$ cat src/rtl/dmem_arb_pkg.sv
// Shared types and constants for the data-memory arbiter.
//   state_e    : arbiter FSM states (IDLE -> ACCESS -> RESP -> IDLE)
//   PORT_CPU   : owner code of port 0 (CPU load/store unit)
//   PORT_LDR   : owner code of port 1 (loader / DMA)
//   WORD_BYTES : bytes per access word
package dmem_arb_pkg;

  typedef enum logic [1:0] {
    IDLE   = 2'd0,
    ACCESS = 2'd1,
    RESP   = 2'd2
  } state_e;

  localparam logic PORT_CPU   = 1'b0;
  localparam logic PORT_LDR   = 1'b1;
  localparam int   WORD_BYTES = 4;

endpackage

$ cat src/rtl/dmem_arbiter_if.sv
// Bundle of the two requester ports and the memory port of dmem_arbiter.
//   Requester n (n = 0 CPU, 1 loader):
//     reqn, wen, addrn, wdatan : request side, held stable until ackn
//     ackn, errn, rdatan       : one-cycle completion, error flag, read data
//   Memory side:
//     mem_addr, mem_read, mem_write, mem_wdata : arbiter -> memory
//     mem_rdata                                : memory -> arbiter (combinational)
// Handshake: a requester raises reqn with we/addr/wdata stable and keeps them
// until ackn pulses for one cycle; errn and rdatan are meaningful only while
// ackn is high. A requester that drops reqn early still receives its ack.
// Modports: slave = arbiter view, master = requesters + memory view.
interface dmem_arbiter_if #(
  parameter int AW = 32
);
  logic          req0;
  logic          req1;
  logic          we0;
  logic          we1;
  logic [AW-1:0] addr0;
  logic [AW-1:0] addr1;
  logic [31:0]   wdata0;
  logic [31:0]   wdata1;
  logic          ack0;
  logic          ack1;
  logic          err0;
  logic          err1;
  logic [31:0]   rdata0;
  logic [31:0]   rdata1;
  logic [AW-1:0] mem_addr;
  logic          mem_read;
  logic          mem_write;
  logic [31:0]   mem_wdata;
  logic [31:0]   mem_rdata;

  modport slave (
    input  req0, req1, we0, we1, addr0, addr1, wdata0, wdata1, mem_rdata,
    output ack0, ack1, err0, err1, rdata0, rdata1,
           mem_addr, mem_read, mem_write, mem_wdata
  );

  modport master (
    output req0, req1, we0, we1, addr0, addr1, wdata0, wdata1, mem_rdata,
    input  ack0, ack1, err0, err1, rdata0, rdata1,
           mem_addr, mem_read, mem_write, mem_wdata
  );
endinterface

$ cat src/rtl/dmem_arb_pick.sv
// Two-way request picker.
//   req0_i, req1_i : pending requests
//   ptr_i          : port preferred when both request (round-robin pointer)
//   grant_o        : some port is picked this cycle
//   owner_o        : picked port (PORT_CPU / PORT_LDR)
// Macro DMEM_ARB_FIXED_PRIO_EN: when defined, port 0 always wins a tie and
// ptr_i is ignored; otherwise ties go to the port named by ptr_i.
module dmem_arb_pick
  import dmem_arb_pkg::*;
(
  input  logic req0_i,
  input  logic req1_i,
  input  logic ptr_i,
  output logic grant_o,
  output logic owner_o
);

  assign grant_o = req0_i | req1_i;

`ifdef DMEM_ARB_FIXED_PRIO_EN
  logic unused_ptr;
  assign unused_ptr = ptr_i;

  always_comb begin
    owner_o = PORT_CPU;
    if (!req0_i && req1_i) owner_o = PORT_LDR;
  end
`else
  always_comb begin
    owner_o = PORT_CPU;
    if (req0_i && req1_i) owner_o = ptr_i;
    else if (req1_i)      owner_o = PORT_LDR;
  end
`endif

endmodule

$ cat src/rtl/dmem_arbiter.sv
// Shares a single-port, byte-addressed, big-endian data memory between the
// CPU (port 0) and the loader/DMA (port 1). One aligned 32-bit access per
// grant, answered by a one-cycle ack; misaligned or out-of-range accesses are
// answered with ack+err and never reach the memory.
// Ports:
//   clk     : clock, all state on posedge
//   rst_n   : asynchronous active-low reset
//   bus     : dmem_arbiter_if.slave (both requesters + memory port)
//   state_o : current FSM state, for debug/observation
// Parameters: MEM_BYTES (memory size in bytes), AW (address width).
// Macro DMEM_ARB_FIXED_PRIO_EN selects fixed priority (CPU wins) instead of
// round-robin arbitration.
module dmem_arbiter
  import dmem_arb_pkg::*;
#(
  parameter int MEM_BYTES = 1024,
  parameter int AW        = 32
) (
  input  logic            clk,
  input  logic            rst_n,
  dmem_arbiter_if.slave   bus,
  output state_e          state_o
);

  localparam logic [AW-1:0] LAST_WORD = AW'(MEM_BYTES - WORD_BYTES);

  state_e        state_q, state_d;
  logic          ptr_q, ptr_d;
  logic          owner_q, owner_d;
  logic          we_q, we_d;
  logic          bad_q, bad_d;
  logic [AW-1:0] addr_q, addr_d;
  logic [31:0]   wdata_q, wdata_d;
  logic [31:0]   rdata0_q, rdata0_d;
  logic [31:0]   rdata1_q, rdata1_d;

  logic          grant;
  logic          pick_owner;
  logic          sel_we;
  logic [AW-1:0] sel_addr;
  logic [31:0]   sel_wdata;
  logic          sel_bad;

  dmem_arb_pick u_pick (
    .req0_i  (bus.req0),
    .req1_i  (bus.req1),
    .ptr_i   (ptr_q),
    .grant_o (grant),
    .owner_o (pick_owner)
  );

  // Request fields of the port that wins in IDLE.
  always_comb begin
    sel_we    = bus.we0;
    sel_addr  = bus.addr0;
    sel_wdata = bus.wdata0;
    if (pick_owner == PORT_LDR) begin
      sel_we    = bus.we1;
      sel_addr  = bus.addr1;
      sel_wdata = bus.wdata1;
    end
  end

  // Word accesses must be aligned and lie fully inside the memory.
  assign sel_bad = (sel_addr[1:0] != 2'b00) || (sel_addr > LAST_WORD);

  always_comb begin
    state_d  = state_q;
    ptr_d    = ptr_q;
    owner_d  = owner_q;
    we_d     = we_q;
    bad_d    = bad_q;
    addr_d   = addr_q;
    wdata_d  = wdata_q;
    rdata0_d = rdata0_q;
    rdata1_d = rdata1_q;
    unique case (state_q)
      IDLE: begin
        if (grant) begin
          owner_d = pick_owner;
          we_d    = sel_we;
          addr_d  = sel_addr;
          wdata_d = sel_wdata;
          bad_d   = sel_bad;
          // The port just served becomes the less preferred one.
          ptr_d   = ~pick_owner;
          state_d = ACCESS;
        end
      end
      ACCESS: begin
        if (!bad_q && !we_q) begin
          if (owner_q == PORT_CPU) rdata0_d = bus.mem_rdata;
          else                     rdata1_d = bus.mem_rdata;
        end
        state_d = RESP;
      end
      RESP: begin
        state_d = IDLE;
      end
      default: begin
        state_d = IDLE;
      end
    endcase
  end

  always_ff @(posedge clk or negedge rst_n) begin
    if (!rst_n) begin
      state_q  <= IDLE;
      ptr_q    <= PORT_CPU;
      owner_q  <= PORT_CPU;
      we_q     <= 1'b0;
      bad_q    <= 1'b0;
      addr_q   <= '0;
      wdata_q  <= '0;
      rdata0_q <= '0;
      rdata1_q <= '0;
    end else begin
      state_q  <= state_d;
      ptr_q    <= ptr_d;
      owner_q  <= owner_d;
      we_q     <= we_d;
      bad_q    <= bad_d;
      addr_q   <= addr_d;
      wdata_q  <= wdata_d;
      rdata0_q <= rdata0_d;
      rdata1_q <= rdata1_d;
    end
  end

  // Memory strobes decode directly from the state register, so an
  // asynchronous reset in ACCESS drops mem_write immediately.
  assign bus.mem_addr  = addr_q;
  assign bus.mem_wdata = wdata_q;
  assign bus.mem_read  = (state_q == ACCESS) && !bad_q && !we_q;
  assign bus.mem_write = (state_q == ACCESS) && !bad_q &&  we_q;

  assign bus.ack0   = (state_q == RESP) && (owner_q == PORT_CPU);
  assign bus.ack1   = (state_q == RESP) && (owner_q == PORT_LDR);
  assign bus.err0   = bus.ack0 && bad_q;
  assign bus.err1   = bus.ack1 && bad_q;
  assign bus.rdata0 = rdata0_q;
  assign bus.rdata1 = rdata1_q;

  assign state_o = state_q;

endmodule

$ cat src/flat_wrapper.sv
// flat-port wrapper written by rule: the top's interface ports become plain ports
module dmem_arbiter_flat import dmem_arb_pkg::*;
#(
  parameter int MEM_BYTES = 1024,
  parameter int AW        = 32
)
  (clk, rst_n, state_o, bus_req0, bus_req1, bus_we0, bus_we1, bus_addr0, bus_addr1, bus_wdata0, bus_wdata1, bus_mem_rdata, bus_ack0, bus_ack1, bus_err0, bus_err1, bus_rdata0, bus_rdata1, bus_mem_addr, bus_mem_read, bus_mem_write, bus_mem_wdata);
  dmem_arbiter_if #(.AW(AW)) bus_i ();
  input  logic clk;
  input  logic rst_n;
  output state_e state_o;
  input wire logic [$bits(bus_i.req0)-1:0] bus_req0;
  input wire logic [$bits(bus_i.req1)-1:0] bus_req1;
  input wire logic [$bits(bus_i.we0)-1:0] bus_we0;
  input wire logic [$bits(bus_i.we1)-1:0] bus_we1;
  input wire logic [$bits(bus_i.addr0)-1:0] bus_addr0;
  input wire logic [$bits(bus_i.addr1)-1:0] bus_addr1;
  input wire logic [$bits(bus_i.wdata0)-1:0] bus_wdata0;
  input wire logic [$bits(bus_i.wdata1)-1:0] bus_wdata1;
  input wire logic [$bits(bus_i.mem_rdata)-1:0] bus_mem_rdata;
  output wire logic [$bits(bus_i.ack0)-1:0] bus_ack0;
  output wire logic [$bits(bus_i.ack1)-1:0] bus_ack1;
  output wire logic [$bits(bus_i.err0)-1:0] bus_err0;
  output wire logic [$bits(bus_i.err1)-1:0] bus_err1;
  output wire logic [$bits(bus_i.rdata0)-1:0] bus_rdata0;
  output wire logic [$bits(bus_i.rdata1)-1:0] bus_rdata1;
  output wire logic [$bits(bus_i.mem_addr)-1:0] bus_mem_addr;
  output wire logic [$bits(bus_i.mem_read)-1:0] bus_mem_read;
  output wire logic [$bits(bus_i.mem_write)-1:0] bus_mem_write;
  output wire logic [$bits(bus_i.mem_wdata)-1:0] bus_mem_wdata;
  assign bus_i.req0 = bus_req0;
  assign bus_i.req1 = bus_req1;
  assign bus_i.we0 = bus_we0;
  assign bus_i.we1 = bus_we1;
  assign bus_i.addr0 = bus_addr0;
  assign bus_i.addr1 = bus_addr1;
  assign bus_i.wdata0 = bus_wdata0;
  assign bus_i.wdata1 = bus_wdata1;
  assign bus_i.mem_rdata = bus_mem_rdata;
  assign bus_ack0 = bus_i.ack0;
  assign bus_ack1 = bus_i.ack1;
  assign bus_err0 = bus_i.err0;
  assign bus_err1 = bus_i.err1;
  assign bus_rdata0 = bus_i.rdata0;
  assign bus_rdata1 = bus_i.rdata1;
  assign bus_mem_addr = bus_i.mem_addr;
  assign bus_mem_read = bus_i.mem_read;
  assign bus_mem_write = bus_i.mem_write;
  assign bus_mem_wdata = bus_i.mem_wdata;
  dmem_arbiter #(.MEM_BYTES(MEM_BYTES), .AW(AW)) u_core (.clk(clk), .rst_n(rst_n), .bus(bus_i), .state_o(state_o));
endmodule
$ cat config.mk
export PLATFORM = sky130hd
export DESIGN_NAME = dmem_arbiter_flat
export DESIGN_NICKNAME = d
export VERILOG_FILES = /design/src/rtl/dmem_arb_pkg.sv /design/src/rtl/dmem_arbiter_if.sv /design/src/rtl/dmem_arb_pick.sv /design/src/rtl/dmem_arbiter.sv /design/src/flat_wrapper.sv
export SDC_FILE = /design/constraint.sdc
export NUM_CORES = 1
export LEC_CHECK = 0
export CAP_MARGIN = 15
export CORE_AREA = 2 2 116 118
export CTS_CLUSTER_DIAMETER = 80
export CTS_CLUSTER_SIZE = 28
export DETAILED_ROUTE_END_ITERATION = 6
export DIE_AREA = 0 0 118 120
export DONT_BUFFER_PORTS = 1
export GPL_TIMING_DRIVEN = 0
export SYNTH_ARGS = -nofsm -noshare
export SYNTH_HDL_FRONTEND = slang
export SYNTH_SLANG_ARGS = --single-unit
$ cat constraint.sdc
create_clock -name clk -period 2.1 [get_ports clk]
set_input_delay 0.315 -clock clk [delete_from_list [all_inputs] [get_ports clk]]
set_output_delay 0.315 -clock clk [all_outputs]
set_load 0.005 [all_outputs]
==> results of run 1 <==
state kept, by name (all words and copies together) (netlist names):
name	flops
u_core.owner_q	1
u_core.bad_q	1
u_core.we_q	1
u_core.ptr_q	1
u_core.bus.rdata1	32
u_core.bus.rdata0	32
u_core.bus.mem_addr	32
u_core.bus.mem_wdata	32
u_core.state_o	2
what timing repair did:
item	in CTS	in global routing
hold endpoints to repair	134	134
gates resized for setup	0	0
endpoints found under the setup margin	0	0
buffers inserted	0	0
per-stage QoR:
step                cell area, um2  setup WS [ns]  total power [W]
finish                        6450          0.234          0.00876
global route                  6450          0.149          0.00928
CTS                           6450          0.182          0.00887
detailed placement            5870          0.283          0.00595
global placement              5870          0.343          0.00586
floorplan                     5650          0.586          0.00532
Yosys cell counts (all sizes together) (2+ instances only):
master / n
nor2: 9
nand3: 2
nand4: 2
dfrtp: 134
and2: 36
nand2: 33
buf: 18
nor4: 11
mux2: 64
mux2i: 34
inv: 3
nor3b: 2
o21ai: 34
a221o: 33
clkbuf: 9
logic make-up (layout without fill, tap and decap cells):
kind of cell           after synthesis  count (layout)
buffers and inverters               30              61
AND/OR/NAND/NOR                     98              98
multiplexers                        98              98
AO/OA/AOI/OAI                       69              69
flip-flops                         134             134
final timing paths:
check,slack [ns],endpoint,cells past startpoint
max,0.23,bus_err0,2
min,-0.41,u_core.bus.rdata0[13]$_DFFE_PN0P_,0
max reg2reg,0.32,u_core.bus.rdata0[16]$_DFFE_PN0P_,4
min reg2reg,0.52,u_core.bus.mem_addr[4]$_DFFE_PN0P_,2
max in group asynchronous,2.37,u_core.bus.mem_wdata[29]$_DFFE_PN0P_,0
min in group clk,0.03,u_core.bus.mem_wdata[6]$_DFFE_PN0P_,1
power by group through the flow:
stage | clock network (W) | registers, W | logic (W)
after global placement | 0 | 0.00405 | 0.00181
after global routing | 0.00309 | 0.00410 | 0.00209
after detailed placement | 0 | 0.00405 | 0.00190
final | 0.00289 | 0.00402 | 0.00185
after CTS | 0.00295 | 0.00403 | 0.00188
after floorplan | 0 | 0.00380 | 0.00152
cell type report:
class                      instances  area (um2)
fill                            1150        6530
sequential                       134        3350
multi-input combinational        265        2130
clock buffer                      23         478
tap                              176         220
buffer                            27         156
clock inverter                     8        98.8
inverter                           3        13.8
metal layers:
metal	up-vias	part of all wire
met5	-	0
met4	0	0.016
met3	18	0.11
met2	217	0.50
met1	1782	0.37
li1	1593	-
==> results by group, run 1 <==
Setup path
  • Worst Path Max Fanout: 5
  • Crit-path leading delay family: simple AND/OR/NAND/NOR gates
  • Critical path required time: ~1.8 ns
  • CP Buf/Inv Count: 0
  • R2R Path Start: u_core.state_o[1]$_DFFE_PN0P_
  • CP cell instances: nor3b_1, and2_1
  • Crit path max-delay cell type: dfrtp_1
  • Critical Path Sink Type: primary output
  • Critical Path Start: u_core.state_o[0]$_DFFE_PN0P_
  • Crit start category: flop
  • WP data arrival: 1.55 ns
  • Largest stage delay, worst path: 0.47 ns
  • WS Path Type: flop to primary output

Logic synthesis
  • Library cells used by synthesis: 29
  • Sequential element share of the synthesized area: 0.593
  • Synth top area cells: dfrtp_1 59%, mux2_2 12%, mux2i_1 6.0%
  • Asr flop ratio synth: 1.00
  • Synth Flop Type: dfrtp_1
  • Compound-gate portion of the synthesized area: 0.0929
  • Xor/xnor share of the synthesized area: 0
  • Cells after Synth: ~430
  • Syn Nets: between 500 and 600
  • EDFF count, synth: 0
  • Post-Syn Area per Cell: roughly 13 um2
  • Main combinational cell family by area after synthesis: multiplexers
  • Synth warn: 0
  • Yosys top cell by area: dfrtp_1
  • Synth top area share: 0.593
  • Post-Synth Simple-Gate Area: 0.0963
  • Synth Cell Area: 0.00565 mm2
  • Post-synthesis mux area share: 0.188
  • Adder-cell share of the synthesized area: 0
  • Synth Register Bits: between 100 and 150

Global routing
  • Most used routing layer in global routing: met2
  • Gr ovfl total: 0
  • Largest net degree at the start of global routing: approximately 140
  • Met1 Usage GRT: 0.216
  • First-pass GRT wire length: around 21,000 um
  • Initial antenna violation count: 0
  • Global Route met2 Usage: 0.330
  • Vias in the first global route: 3,841
  • GRT Total Usage: 0.201
  • Met3 global-route usage: 0.110

Power and ir drop
  • Pint: just over 0.006 W
  • Clock Power Share: 0.330
  • Reg power frac: 0.459
  • P_sw: 0.00269 W
  • Logic pwr share: 0.211
  • Peak VDD IR: roughly 0.00054 V
  • Sw frac: 0.307
  • Leak: 2.97 nW
  • PwrDens: around 1400 mW/mm2

Floorplan
  • Die H: around 120 um
  • Core footprint: between 0.01 and 0.015 mm2
  • # rows: 42
  • Ports: approximately 300
  • Starting Density: 0.436
  • Die area: 0.0142 mm2
  • DIE WIDTH: between 100 and 150 um

Cells and area
  • Post-Layout Cell Count: between 600 and 700
  • Share of layout cells above drive strength 1: 0.250
  • Nets@finish: 614
  • Ant. Diodes: 0
  • Fin util: 0.497
  • Area growth, synth to finish: 14.1%
  • Commonest non-fill, non-tap cell in the layout: dfrtp_1
  • Most frequent cells in the layout: 134 x dfrtp_1, 61 x mux2_2, 35 x and2_1

STA
  • Hold violation total from the final report: about 130
  • Final Skew: 0.0138 ns
  • Final Setup Violations: 0
  • Hold slack: -0.407 ns
  • Final Critical Period: 1.87 ns
  • Fmax: 536 MHz
  • Final Max Slew Viols: 0
  • RSZ-0062 raised after global routing: false
  • Crit share post-route: 0.888
  • Setup_tns: 0 ns
  • Slew Limit Headroom: 0.705
  • Tightest Pin Transition: around 0.44 ns

Worst hold path
  • HP Class: input pin to asynchronous set/reset pin

CTS
  • H-tree depth: 4
  • Clock sink count: between 100 and 150
  • Worst-path clk slew: 0.05 ns
  • TritonCTS buffer count: 17
  • Clock latency on the worst-skew pair: between 0.4 and 0.5 ns
  • Worst-case clock buffer depth: 2
  • CTS Root Cell: clkbuf_16
  • CTS tree: yes

Run status
  • Status: complete, but fails checks
  • Failing checks: hold timing

Routing
  • # DRC: 0
  • Vias per Instance: about 5.7
  • Via count: between 3,000 and 4,000
  • Drt total wl: approximately 14,000 um
  • First-pass iteration count of the detailed router: 4
  • DRT iter0 DRCs: 188
  • Post-route ant nets: 0
  • DR WL/cell: 22.0 um

Placed design
  • GPL Wtd Cong: approximately 0.86
  • Port-buffer cells: 0
  • Cells after DPL: 605
  • Post-DP HPWL: 10,600 um

Flow run
  • Max cap viols: 0
Note: power is estimated with default switching activity, not from simulation.
==> run 2, diff against run 1 <==
SKIP_LAST_GASP = 1   (was not set)
==> results of run 2 <==
Same layout as run 1: the final DEF is identical, and so are final timing and power.
